$ cat src/rtl/subterranean_pkg.sv
// -----------------------------------------------------------------------------
// subterranean_pkg
// Shared definitions for the Subterranean round wrapper.
//   SUBTERRANEAN_WIDTH : permutation state width in bits (fixed by the algorithm)
//   fsm_state_t        : wrapper control states (IDLE, DONE, OUT)
// -----------------------------------------------------------------------------
package subterranean_pkg;

   localparam int SUBTERRANEAN_WIDTH = 257;

   typedef enum logic [1:0] {
      IDLE = 2'd0,
      DONE = 2'd1,
      OUT  = 2'd2
   } fsm_state_t;

endpackage

$ cat src/rtl/subterranean_round.sv
// -----------------------------------------------------------------------------
// subterranean_round
// One Subterranean round as pure combinational logic. All index arithmetic is
// modulo 257 and resolved at elaboration time, so the result is plain wiring
// plus one level of AND/XOR for chi and a 3-input XOR for theta.
// Ports:
//   state_in  : 257-bit state before the round
//   state_out : 257-bit state after chi, iota, theta and pi
// -----------------------------------------------------------------------------
module subterranean_round
   import subterranean_pkg::*;
(
   input  logic [SUBTERRANEAN_WIDTH-1:0] state_in,
   output logic [SUBTERRANEAN_WIDTH-1:0] state_out
);

   localparam int N = SUBTERRANEAN_WIDTH;

   logic [N-1:0] chi_iota;
   logic [N-1:0] theta;

   genvar gi;

   // chi with iota folded in: only bit 0 receives the round constant.
   generate
      for (gi = 0; gi < N; gi++) begin : g_chi
         localparam int I1 = (gi + 1) % N;
         localparam int I2 = (gi + 2) % N;
         localparam logic RC = (gi == 0) ? 1'b1 : 1'b0;
         assign chi_iota[gi] = state_in[gi] ^ (~state_in[I1] & state_in[I2]) ^ RC;
      end
   endgenerate

   generate
      for (gi = 0; gi < N; gi++) begin : g_theta
         localparam int I3 = (gi + 3) % N;
         localparam int I8 = (gi + 8) % N;
         assign theta[gi] = chi_iota[gi] ^ chi_iota[I3] ^ chi_iota[I8];
      end
   endgenerate

   // pi: output bit i is taken from position 12*i mod 257.
   generate
      for (gi = 0; gi < N; gi++) begin : g_pi
         localparam int SRC = (12 * gi) % N;
         assign state_out[gi] = theta[SRC];
      end
   endgenerate

endmodule

$ cat src/rtl/subterranean_round_with_communication.sv
// -----------------------------------------------------------------------------
// subterranean_round_with_communication
// Holds a 257-bit Subterranean state, loads it bit-serially (LSB first),
// applies one round on start and unloads the result bit-serially (LSB first).
// Ports:
//   clk            : rising-edge clock
//   arstn          : asynchronous active-low reset
//   start          : run one round on the held state (honoured only when idle)
//   data_in_valid  : serial input bit valid
//   data_in        : serial input bit
//   data_in_ready  : block accepts input bits (idle)
//   data_out       : serial output bit, always state bit 0
//   data_out_valid : data_out carries a result bit
//   data_out_ready : consumer accepts the current output bit
//   finish         : one-cycle pulse in the cycle after start is sampled
//   core_free      : block is idle
// -----------------------------------------------------------------------------
module subterranean_round_with_communication
   import subterranean_pkg::*;
#(
   parameter int WIDTH = SUBTERRANEAN_WIDTH
)
(
   input  logic clk,
   input  logic arstn,
   input  logic start,
   input  logic data_in_valid,
   input  logic data_out_ready,
   input  logic data_in,
   output logic data_out,
   output logic data_out_valid,
   output logic data_in_ready,
   output logic finish,
   output logic core_free
);

   localparam logic [8:0] LAST_BIT = 9'(WIDTH - 1);

   fsm_state_t         fsm_reg;
   logic [WIDTH-1:0]   state_reg;
   logic [WIDTH-1:0]   round_out;
   logic [8:0]         cnt_reg;
   logic               finish_reg;
   logic               out_valid_reg;
   logic               in_ready_reg;
   logic               free_reg;

   subterranean_round u_round (
      .state_in  (state_reg),
      .state_out (round_out)
   );

   // Output flags are registered alongside the state transition so that each
   // flag is a direct flop output with its reset value applied asynchronously.
   always_ff @(posedge clk or negedge arstn) begin
      if (!arstn) begin
         fsm_reg       <= IDLE;
         state_reg     <= '0;
         cnt_reg       <= '0;
         finish_reg    <= 1'b0;
         out_valid_reg <= 1'b0;
         in_ready_reg  <= 1'b1;
         free_reg      <= 1'b1;
      end else begin
         case (fsm_reg)
            IDLE: begin
               // start wins over a simultaneous input bit, which is dropped
               if (start) begin
                  state_reg    <= round_out;
                  fsm_reg      <= DONE;
                  finish_reg   <= 1'b1;
                  in_ready_reg <= 1'b0;
                  free_reg     <= 1'b0;
               end else if (data_in_valid) begin
                  state_reg <= {data_in, state_reg[WIDTH-1:1]};
               end
            end
            DONE: begin
               fsm_reg       <= OUT;
               cnt_reg       <= '0;
               finish_reg    <= 1'b0;
               out_valid_reg <= 1'b1;
            end
            OUT: begin
               if (data_out_ready) begin
                  state_reg <= {1'b0, state_reg[WIDTH-1:1]};
                  if (cnt_reg == LAST_BIT) begin
                     fsm_reg       <= IDLE;
                     cnt_reg       <= '0;
                     out_valid_reg <= 1'b0;
                     in_ready_reg  <= 1'b1;
                     free_reg      <= 1'b1;
                  end else begin
                     cnt_reg <= cnt_reg + 9'd1;
                  end
               end
            end
            default: begin
               fsm_reg       <= IDLE;
               cnt_reg       <= '0;
               finish_reg    <= 1'b0;
               out_valid_reg <= 1'b0;
               in_ready_reg  <= 1'b1;
               free_reg      <= 1'b1;
            end
         endcase
      end
   end

   assign data_out       = state_reg[0];
   assign data_out_valid = out_valid_reg;
   assign data_in_ready  = in_ready_reg;
   assign finish         = finish_reg;
   assign core_free      = free_reg;

endmodule

$ cat config.mk
export PLATFORM = sky130hd
export DESIGN_NAME = subterranean_round_with_communication
export DESIGN_NICKNAME = d
export VERILOG_FILES = /design/src/rtl/subterranean_pkg.sv /design/src/rtl/subterranean_round.sv /design/src/rtl/subterranean_round_with_communication.sv
export SDC_FILE = /design/constraint.sdc
export NUM_CORES = 1
export LEC_CHECK = 0
export CORE_MARGIN = 2
export CORE_UTILIZATION = 55
export DETAILED_ROUTE_END_ITERATION = 7
export GPL_ROUTABILITY_DRIVEN = 0
export PLACE_DENSITY = 0.75
export RECOVER_POWER = 50
export SKIP_LAST_GASP = 1
export SYNTH_ARGS = -nofsm -noshare
export SYNTH_HDL_FRONTEND = slang
export SYNTH_HIERARCHICAL = 1
export SYNTH_SLANG_ARGS = --single-unit
$ cat constraint.sdc
create_clock -name clk -period 2.1 [get_ports clk]
set_clock_uncertainty 0.1 [all_clocks]
set_input_delay 0.315 -clock clk [delete_from_list [all_inputs] [get_ports clk]]
set_output_delay 0.315 -clock clk [all_outputs]
set_load 0.01 [all_outputs]
* After elaboration in Yosys (flattened, before gate mapping)
Cells that the tools add are included.
Storage, ports and cells: register bits 271, latch bits 0, bits in writable memories 0, memory bits (read-only) 0, input bits 6, output and inout port bits 5, logic and storage cells 1331, memories 0
Operators by class: add/sub/neg operators 1, $mul 0, divide/modulo/power cells 0, $lt $le $gt $ge 0, equality and inequality tests 7, shift operators 0, muxes and demuxes 20, bitwise operators 1289, reduce and logical (&&, ||, !) cells 8
Operators by type and width (number):
- $mux W257 | 3
- $xor A1 B1 Y1 | 771
- $pmux W257 S2 | 1
- $not A1 Y1 | 261
- $and A1 B1 Y1 | 257
- $mux W9 | 2
- $pmux W9 S2 | 1
- $add A9 B1 Y9 const B | 1
- $eq A9 B9 Y1 const B | 1
- $reduce_and A3 Y1 | 3
- $mux W1 | 6
- $mux W2 | 3
- $ne A2 B2 Y1 const B | 3
- $pmux W1 S3 | 2
- $pmux W2 S3 | 1
- $reduce_and A2 Y1 | 2
- $reduce_and A4 Y1 | 1
- $ne A3 B3 Y1 const B | 1
- $eq A2 B1 Y1 const B | 1
- $eq A2 B2 Y1 const B | 1
- $logic_not A2 Y1 | 1
- $pmux W1 S2 | 1
- $reduce_bool A2 Y1 | 1

* Longest topological paths before layout
Gate-level depths: netlist of the first run.
depth after elaboration 8, depth in mapped cells 8, gate-level depth less buffers 6

* Modules after synthesis
The synthesis of the first run kept the hierarchy.
Modules (own cells, without submodules):
- subterranean_round_with_communication | instances 1, cells each 1476, area an instance 12293.0 sq um
- subterranean_round | instances 1, cells each 771, area an instance 10099.7 sq um

* Least setup slack after synthesis of the first run
No wires, ideal clock.
kind flip-flop to flip-flop, start point register state_reg[247], end point register state_reg[256], data arrival time 1656 ps, data required time 1875 ps, path slack 220 ps, stages on the path, launching flop included 7, buffers on the path 0, cells stage by stage dfrtp_1 nor2b_1 xnor2_1 xnor3_1 mux2i_1 nor2_1 mux2_2
Between the ends: cells in the longest elaborated chain, start to end 6
Ends and longest elaborated chain:
- from (decl) | RTL line subterranean_round_with_communication.sv:40 | logic [WIDTH-1:0] state_reg;
- from (signal assigned) | RTL line subterranean_round_with_communication.sv:69 | state_reg <= round_out;
- from (signal assigned) | RTL line subterranean_round_with_communication.sv:75 | state_reg <= {data_in, state_reg[WIDTH-1:1]};
- from (signal assigned) | RTL line subterranean_round_with_communication.sv:86 | state_reg <= {1'b0, state_reg[WIDTH-1:1]};
- $and A1 B1 Y1 | RTL line subterranean_round.sv:30 | assign chi_iota[gi] = state_in[gi] ^ (~state_in[I1] & state_in[I2]) ^ RC;
- $xor A1 B1 Y1 | RTL line subterranean_round.sv:30
- $xor A1 B1 Y1 (2 in series) | RTL line subterranean_round.sv:38 | assign theta[gi] = chi_iota[gi] ^ chi_iota[I3] ^ chi_iota[I8];
- via round_out[256] | RTL line subterranean_round_with_communication.sv:41 | logic [WIDTH-1:0] round_out;
- $mux W257 | RTL line subterranean_round_with_communication.sv:68 | if (start) begin
- $pmux W257 S2 | RTL line subterranean_round_with_communication.sv:65 | case (fsm_reg)
The timed path passes the listed nets, and every way through them passes these cells. A chain may end at the register's enable or synchronous reset.

* Worst setup path after layout of the first run
start point register state_reg[246], end point register state_reg[106]
Same word-level chain as after synthesis.

==> key figures, run 1 <==
Die
  – Core area: 39910 µm²
  – Chip height: 205.8 µm
  – Die width: 205.8 µm
  – Ports: 11
  – Std-Cell Rows: 73
  – Initial core utilization: 0.5610
  – Die area: 42340 µm²

Route
  – DR WL/cell: 21.89 µm
  – 1st-pass router iterations: 6
  – Vias/cell: 5.828
  – Routed WL: 64560 µm
  – Detail Route Antenna Nets: 0
  – DRC errors left: 0
  – Detailed-route via count: 17190
  – 1st-iter DRT viols: 1743

Synthesis
  – YS warnings: 6
  – Post-synth cell types: 36
  – Syn avg cell area: 9.966 µm²
  – Post-synth net total: 2255
  – Cell area after synthesis: 22390 µm²
  – Syn Inst Count: 2247
  – Seq/Total Area, Yosys: 0.3029
  – Yosys reg bits: 271

CTS
  – Clk buf depth: 3
  – Htree depth: 1
  – Postcts setup bufs: 0
  – TritonCTS clock tree: done
  – Root Driver: clkbuf_16
  – Worst-Skew Late Latency: 590 ps
  – Clock transition at path regs: 60 ps
  – CTS Buf Count: 31
  – TritonCTS Sinks: 271

STA
  – Rel. slew slack: 0.3318
  – Final Setup Violations: 0
  – Final Cycle Share: 0.9722
  – Tmin final: 2042 ps
  – Worst-Margin Slew: 1002 ps
  – Max Slew Vio Count: 0
  – Final Hold Viols: 0
  – PnR worst setup slack: 58.37 ps
  – Fmax: 489.8 MHz
  – RSZ-0062 raised after global routing: no

Global route
  – Initial antenna violation count: 1
  – First-pass GRT wire length: 99740 µm
  – Largest net degree at the start of global routing: 62
  – Number of global-route vias before repair: 16950
  – Gr usage total: 0.3152
  – Grt ovf: 0

Cells and area
  – Commonest non-fill, non-tap cell in the layout: nand2_1
  – # nets final: 2409
  – Layout cells sized above 1: 0.1439
  – Filler instances: 3092
  – Synth-to-layout area growth: 14.16%
  – Most frequent cells in the layout: nand2_1 (523), dfrtp_1 (270), nor2_1 (262)
  – Max FFs per register: 257
  – ANT cells: 0

Place
  – IO buf count: 10
  – DP HPWL: 49780 µm
  – Pre-CTS WS: -43.85 ps

Power
  – Design Power: 31.35 mW
  – Power density over cell area: 1226 nW/µm²
  – P_leak: 11.99 nW
  – Peak VDD IR: 0.8584 mV

Critical path
  – Max Fanout on Critical Path: 5
  – Nature of the critical path startpoint: register
  – Crit path required time: 2470 ps
  – Crit Path Category: reg2reg
  – CP Capture Type: register
  – Critical Path AT: 2410 ps

Worst hold path
  – Hold WC Path Type: in2reg

Status
  – Status: completed

Run
  – Max-cap violation count: 0
==> metrics by stage <==
step / utilization / instance area, µm² / instances / TNS, ps / hold WS, ps
floorplan: - / 22390 / 2247 / 0 / -80.59
global placement: 0.6172 / 24630 / 2892 / 0 / 227.7
detailed placement: 0.6172 / 24630 / 2892 / -222.8 / 235.0
CTS: 0.6427 / 25650 / 2950 / 0 / 227.0
global route: 0.6405 / 25560 / 2950 / 0 / 361.6
finish: 0.6405 / 25560 / 2950 / 0 / 326.5
==> final timing paths <==
check	startpoint	to	slack (ps)	cells after the start
worst max-delay path	state_reg[246]	state_reg[106]	60	5
worst min register to register	finish	finish	390	1
worst max register to register	state_reg[246]	state_reg[106]	60	5
max in group asynchronous	arstn	state_reg[209]	300	3
min in group asynchronous	arstn	state_reg[88]	350	2
worst min-delay path	start	fsm_reg[0]	330	3
==> synthesized netlist by cell type (all sizes together) <==
cell / number / area, µm²
nand2: 523 / 1963
dfrtp: 270 / 6756
nor2: 262 / 983.4
a31oi: 259 / 1620
xnor2: 257 / 2671
xnor3: 257 / 5788
nor2b: 233 / 1460
buf: 111 / 594.3
and2b: 26 / 195.2
a21oi: 5 / 28.78
clkbuf: 5 / 18.77
inv: 5 / 18.77
xor2: 4 / 35.03
nand3: 3 / 15.01
nand4: 3 / 18.77
a21o: 2 / 15.01
a41oi: 2 / 17.52
and3: 2 / 12.51
ha: 2 / 25.02
mux2: 2 / 22.52
nand2b: 2 / 12.51
nor3: 2 / 20.02
o21ai: 2 / 10.01
and4bb: 1 / 12.51
dfstp: 1 / 26.28
mux2i: 1 / 10.01
nand3b: 1 / 7.510
nor3b: 1 / 7.510
nor4: 1 / 12.51
o211ai: 1 / 7.510
o22ai: 1 / 6.260
==> repair_timing <==
item                                   in CTS  in global routing
gates resized for setup                     3                  0
setup endpoints to repair                   3                  0
endpoints found under the hold margin      54                  0
hold buffers                                1                  0
==> layout make-up <==
type                    instances  area, µm²  area share
flip-flops and latches        271       6783      0.2653
clock buffers                  36      824.5     0.03225
clock inverters                21      177.7    0.006950
well taps                     525      656.9     0.02570
inverters                       5      18.77   0.0007342
repair buffers                237       2096     0.08198
multi-input cells            1855      15010      0.5870
==> routing by layer <==
layer  vias to the layer above  global-route usage  part of all wire
met5                         -                   0           0.00020
met3                       160             0.06066             0.089
met4                         2              0.1431             0.053
met2                       758              0.4915              0.46
li1                       7827                   -                 -
met1                      8446              0.4297              0.40
==> kinds of logic (layout without fill, tap and decap cells) <==
group | count (synthesis) | in the layout | share of synthesized area
buffers and inverters | 121 | 299 | 0.02822
DFF | 271 | 271 | 0.3029
xor gates and xnor gates | 518 | 518 | 0.3793
muxes | 3 | 3 | 0.001453
AOI/OAI and AO/OA | 272 | 272 | 0.07616
and+or+nand+nor | 1060 | 1060 | 0.2108
adders and majority gates | 2 | 2 | 0.001117
==> power by group <==
part / total, mW / switching, mW / internal (mW)
registers: 7.64 / 1.55 / 6.09
logic: 18.3 / 7.18 / 11.1
clock network: 5.44 / 2.39 / 3.06
==> worst max-delay path, stage by stage (launching register included) <==
cell     delay (ps)
dfrtp_1         430
nor2b_1         170
xnor2_1         460
xnor3_1         590
nand2_1         100
a31oi_1          80
(Power assumes the default switching activity.)
==> run 2, diff against run 1 <==
DONT_BUFFER_PORTS = 1   (was not set)
PLACE_DENSITY = 0.74   (was 0.75)
==> key figures, run 2 (synthesized netlist as in run 1, its figures left out) <==
Cells and area
  – Multi-input logic area: 15010 µm²
  – Max FFs per register: 257
  – # nets final: 2365
  – Final Util: 0.6392
  – Most frequent cells in the layout: nand2_1 (523), dfrtp_1 (270), nor2_1 (262)
  – Commonest non-fill, non-tap cell in the layout: nand2_1
  – Sequential cell area: 6783 µm²
  – Synth-to-layout area growth: 13.93%
  – Final cell count without fillers: 2908
  – Final instance area: 25510 µm²
  – Filler instances: 3077
  – Layout cells sized above 1: 0.1326
  – ANT cells: 0

Power
  – Peak VDD IR: 0.7551 mV
  – Design Power: 32.51 mW
  – P_leak: 11.91 nW
  – Power density over cell area: 1274 nW/µm²

Global route
  – Initial antenna violation count: 1
  – Largest net degree at the start of global routing: 272
  – Gr usage total: 0.3202
  – Grt ovf: 0
  – First-pass GRT wire length: 101000 µm
  – Number of global-route vias before repair: 16660

Critical path
  – Nature of the critical path startpoint: register
  – Crit Path Category: reg2reg
  – Reg2reg start: state_reg[83]
  – Critical Path AT: 2410 ps
  – Crit path required time: 2430 ps
  – CP Capture Type: register
  – Max Fanout on Critical Path: 5
  – Crit path from: state_reg[83]

Place
  – Pre-CTS WS: 55.31 ps
  – DP Area: 24150 µm²
  – Placed Instances: 2842
  – DP HPWL: 48470 µm
  – IO buf count: 0

Route
  – DRC errors left: 0
  – 1st-iter DRT viols: 1752
  – Vias/cell: 5.894
  – DR WL/cell: 22.56 µm
  – Routed WL: 65600 µm
  – Detail Route Antenna Nets: 0
  – 1st-pass router iterations: 5
  – Detailed-route via count: 17140

Status
  – Status: finished with violations
  – Failing checks: hold timing

STA
  – PnR worst setup slack: 16.90 ps
  – Final Cycle Share: 0.9920
  – RSZ-0062 raised after global routing: no
  – Final Hold Viols: 271
  – Final Setup Violations: 0
  – Worst Hold Slack: -650.1 ps
  – Final setup TNS: 0 ps
  – Max Slew Vio Count: 0
  – Tmin final: 2083 ps
  – Rel. slew slack: 0.4795
  – Fmax: 480.1 MHz
  – Worst-Margin Slew: 780.7 ps

Die
  – Die area: 42340 µm²
  – Ports: 11
  – Core area: 39910 µm²
  – Initial core utilization: 0.5610
  – Die width: 205.8 µm
  – Std-Cell Rows: 73
  – Chip height: 205.8 µm

CTS
  – Root Driver: clkbuf_16
  – Worst-Skew Late Latency: 570 ps
  – Htree depth: 2
  – TritonCTS Sinks: 271
  – TritonCTS clock tree: done
  – CTS Buf Count: 35
  – Post-cts hold buffer count: 3
  – Clock transition at path regs: 60 ps
  – Clk buf depth: 3
  – Postcts setup bufs: 0

Run
  – Max-cap violation count: 0

Worst hold path
  – Hold WC Path Type: in2async
## run 2: cell types whose count changed in the layout (fill, tap and decap cells not counted), sizes merged
| cell | change |
|---|---|
| clkdlybuf4s50 | -7 |
| clkinvlp | -6 |
| bufinv | +6 |
| buf | -32 |
| clkinv | -2 |
| dlygate4sd2 | -2 |
| clkbuf | -1 |
| dlygate4sd3 | +2 |
## run 2: final timing paths
check                                 end  slack [ps]  cells past startpoint
min in group clk               cnt_reg[1]          50                      2
hold reg to reg                 core_free         430                      2
setup / recovery            state_reg[71]          20                      5
setup reg to reg            state_reg[71]          20                      5
hold / removal              state_reg[29]        -650                      0
max in group asynchronous  state_reg[163]        1870                      0
## run 2: final cells by class
type                            instances  area share
Tap cell                              525     0.02575
Timing Repair Buffer                  189     0.06768
Clock inverter                         19     0.01260
Multi-Input combinational cell       1855      0.5885
Inverter                                5   0.0007357
Clock buffer                           44     0.03884
Sequential cell                       271      0.2659
## run 2: layer usage
layer  global-route usage  up-vias  share of wire
met3              0.05131      136          0.088
met4               0.1342        2          0.044
met1               0.4465     8449           0.41
met5                    0        -        0.00020
li1                     -     7741              -
met2               0.5014      811           0.46
## run 2: report_power, final
group | switching (mW) | internal (mW)
registers | 1.57 | 6.09
clock network | 2.57 | 4.35
logic | 6.93 | 11.0
## run 2: critical path: stages, from the launching register on
cell and delay, ps:
dfrtp_1 480, nor2b_1 190, xnor2_1 520, xnor3_1 520, nand2_1 70, a31oi_1 70
## run 2: repair_timing
item / CTS / global route
resized for setup: 1 / 1
endpoints found under the setup margin: 1 / 1
cloned: 0 / 0
endpoints found under the hold margin: 278 / 271
==> run 3, diff against run 2 <==
CORE_UTILIZATION = 66   (was 55)
PLACE_DENSITY = 0.86   (was 0.74)
==> key figures, run 3 (synthesized netlist as in run 1, its figures left out) <==
Cells and area
  – Commonest non-fill, non-tap cell in the layout: nand2_1
  – Multi-input logic area: 15040 µm²
  – Sequential cell area: 6783 µm²
  – # nets final: 2347
  – Layout cells sized above 1: 0.1249
  – ANT cells: 0
  – Synth-to-layout area growth: 11.81%
  – Final Util: 0.7485
  – Most frequent cells in the layout: nand2_1 (523), dfrtp_1 (270), nor2_1 (262)
  – Max FFs per register: 257
  – Filler instances: 2055

CTS
  – Post-cts hold buffer count: 3
  – Htree depth: 1
  – Root Driver: clkbuf_16
  – Worst-Skew Late Latency: 600 ps
  – CTS Buf Count: 31
  – Clk buf depth: 3
  – Postcts setup bufs: 0
  – TritonCTS clock tree: done
  – TritonCTS Sinks: 271
  – Clock transition at path regs: 60 ps

Critical path
  – Crit path required time: 2450 ps
  – Nature of the critical path startpoint: register
  – CP Capture Type: register
  – Crit Path Category: reg2reg
  – Max Fanout on Critical Path: 5
  – Critical Path AT: 2460 ps

STA
  – Tmin final: 2116 ps
  – Final Setup Violations: 1
  – Final setup TNS: -15.82 ps
  – PnR worst setup slack: -15.82 ps
  – Final Cycle Share: 1.008
  – Worst Hold Slack: -672.6 ps
  – RSZ-0062 raised after global routing: no
  – Max Slew Vio Count: 0
  – Rel. slew slack: 0.6055
  – Worst-Margin Slew: 587.6 ps
  – Fmax: 472.6 MHz
  – Final Hold Viols: 271

Power
  – Switch Pwr: 10.98 mW
  – P_leak: 11.73 nW
  – Comb pwr share: 0.572
  – Clock Power Share: 0.182
  – Switch share: 0.3500
  – Peak VDD IR: 0.9468 mV
  – Register share of total power: 0.245
  – Power density over cell area: 1253 nW/µm²
  – Cell-internal power: 20.40 mW

Place
  – DP HPWL: 48390 µm
  – Pre-CTS WS: 115.5 ps
  – IO buf count: 0

Global route
  – Grt ovf: 0
  – First-pass GRT wire length: 102300 µm
  – Number of global-route vias before repair: 17500
  – Gr usage total: 0.3815
  – Largest net degree at the start of global routing: 272
  – Initial antenna violation count: 0

Route
  – 1st-iter DRT viols: 2331
  – DR WL/cell: 23.79 µm
  – 1st-pass router iterations: 8
  – DRC errors left: 3
  – Detail Route Antenna Nets: 0
  – Routed WL: 66810 µm
  – Detailed-route via count: 17880
  – Vias/cell: 6.365

Die
  – Chip height: 188.2 µm
  – Die width: 188.2 µm
  – Std-Cell Rows: 67
  – Core area: 33450 µm²
  – Initial core utilization: 0.6695
  – Die area: 35420 µm²
  – Ports: 11

Worst hold path
  – Hold WC Path Type: in2async

Run
  – Max-cap violation count: 0

Status
  – Status: finished with violations
  – Failing checks: DRC, hold timing, setup timing
## run 3: path summary, 6_finish.rpt
check                                     from            end  slack (ps)  cells after the start
worst max-delay path            state_reg[191]  state_reg[80]         -20                      5
worst min-delay path                     arstn  state_reg[12]        -670                      0
worst min register to register       core_free      core_free         450                      2
max in group asynchronous                arstn      core_free        2170                      0
worst max register to register  state_reg[191]  state_reg[80]         -20                      5
min in group clk                data_out_ready     cnt_reg[7]          20                      2
## run 3: through the flow
| stage | cell area, µm² | std cells | power, mW |
|---|---|---|---|
| 2_1_floorplan | 22390 | 2247 | 20.16 |
| 3_3_place_gp | 23920 | 2751 | 24.58 |
| 3_5_place_dp | 23920 | 2751 | 24.96 |
| 4_1_cts | 25000 | 2809 | 30.86 |
| 5_1_grt | 25040 | 2809 | 32.28 |
| 6_report | 25040 | 2809 | 31.38 |
## run 3: worst max-delay path, cell delays in order (launching register included)
cell and delay (ps):
dfrtp_1 470, nor2b_1 190, xnor2_1 420, xnor3_1 540
nand2_1 140, a31oi_1 100
## run 3: final cells by class
class	count	area share
inverter	5	0.0007496
multi-input combinational	1855	0.6006
timing repair buffer	175	0.06327
tap	448	0.02239
sequential	271	0.2709
clock buffer	41	0.03488
clock inverter	14	0.007196
## run 3: per-layer routing
| metal | GRT usage | vias up | share of wire |
|---|---|---|---|
| met2 | 0.5944 | 1163 | 0.45 |
| li1 | - | 7691 | - |
| met3 | 0.07730 | 288 | 0.11 |
| met4 | 0.2017 | 0 | 0.068 |
| met1 | 0.5110 | 8736 | 0.37 |
| met5 | 0 | - | 0 |
## run 3: timing repair
item,in CTS,in global routing
endpoints found under the setup margin,0,7
endpoints found under the hold margin,279,271
gates resized for setup,0,5
## run 3: power by group through the flow
stage	registers [mW]	logic (mW)	clock network [mW]
6_report	7.70	18.0	5.73
5_1_grt	7.79	18.6	5.93
4_1_cts	7.61	17.5	5.74
3_5_place_dp	7.68	17.3	0
3_3_place_gp	7.58	17.0	0
2_1_floorplan	7.18	13.0	0
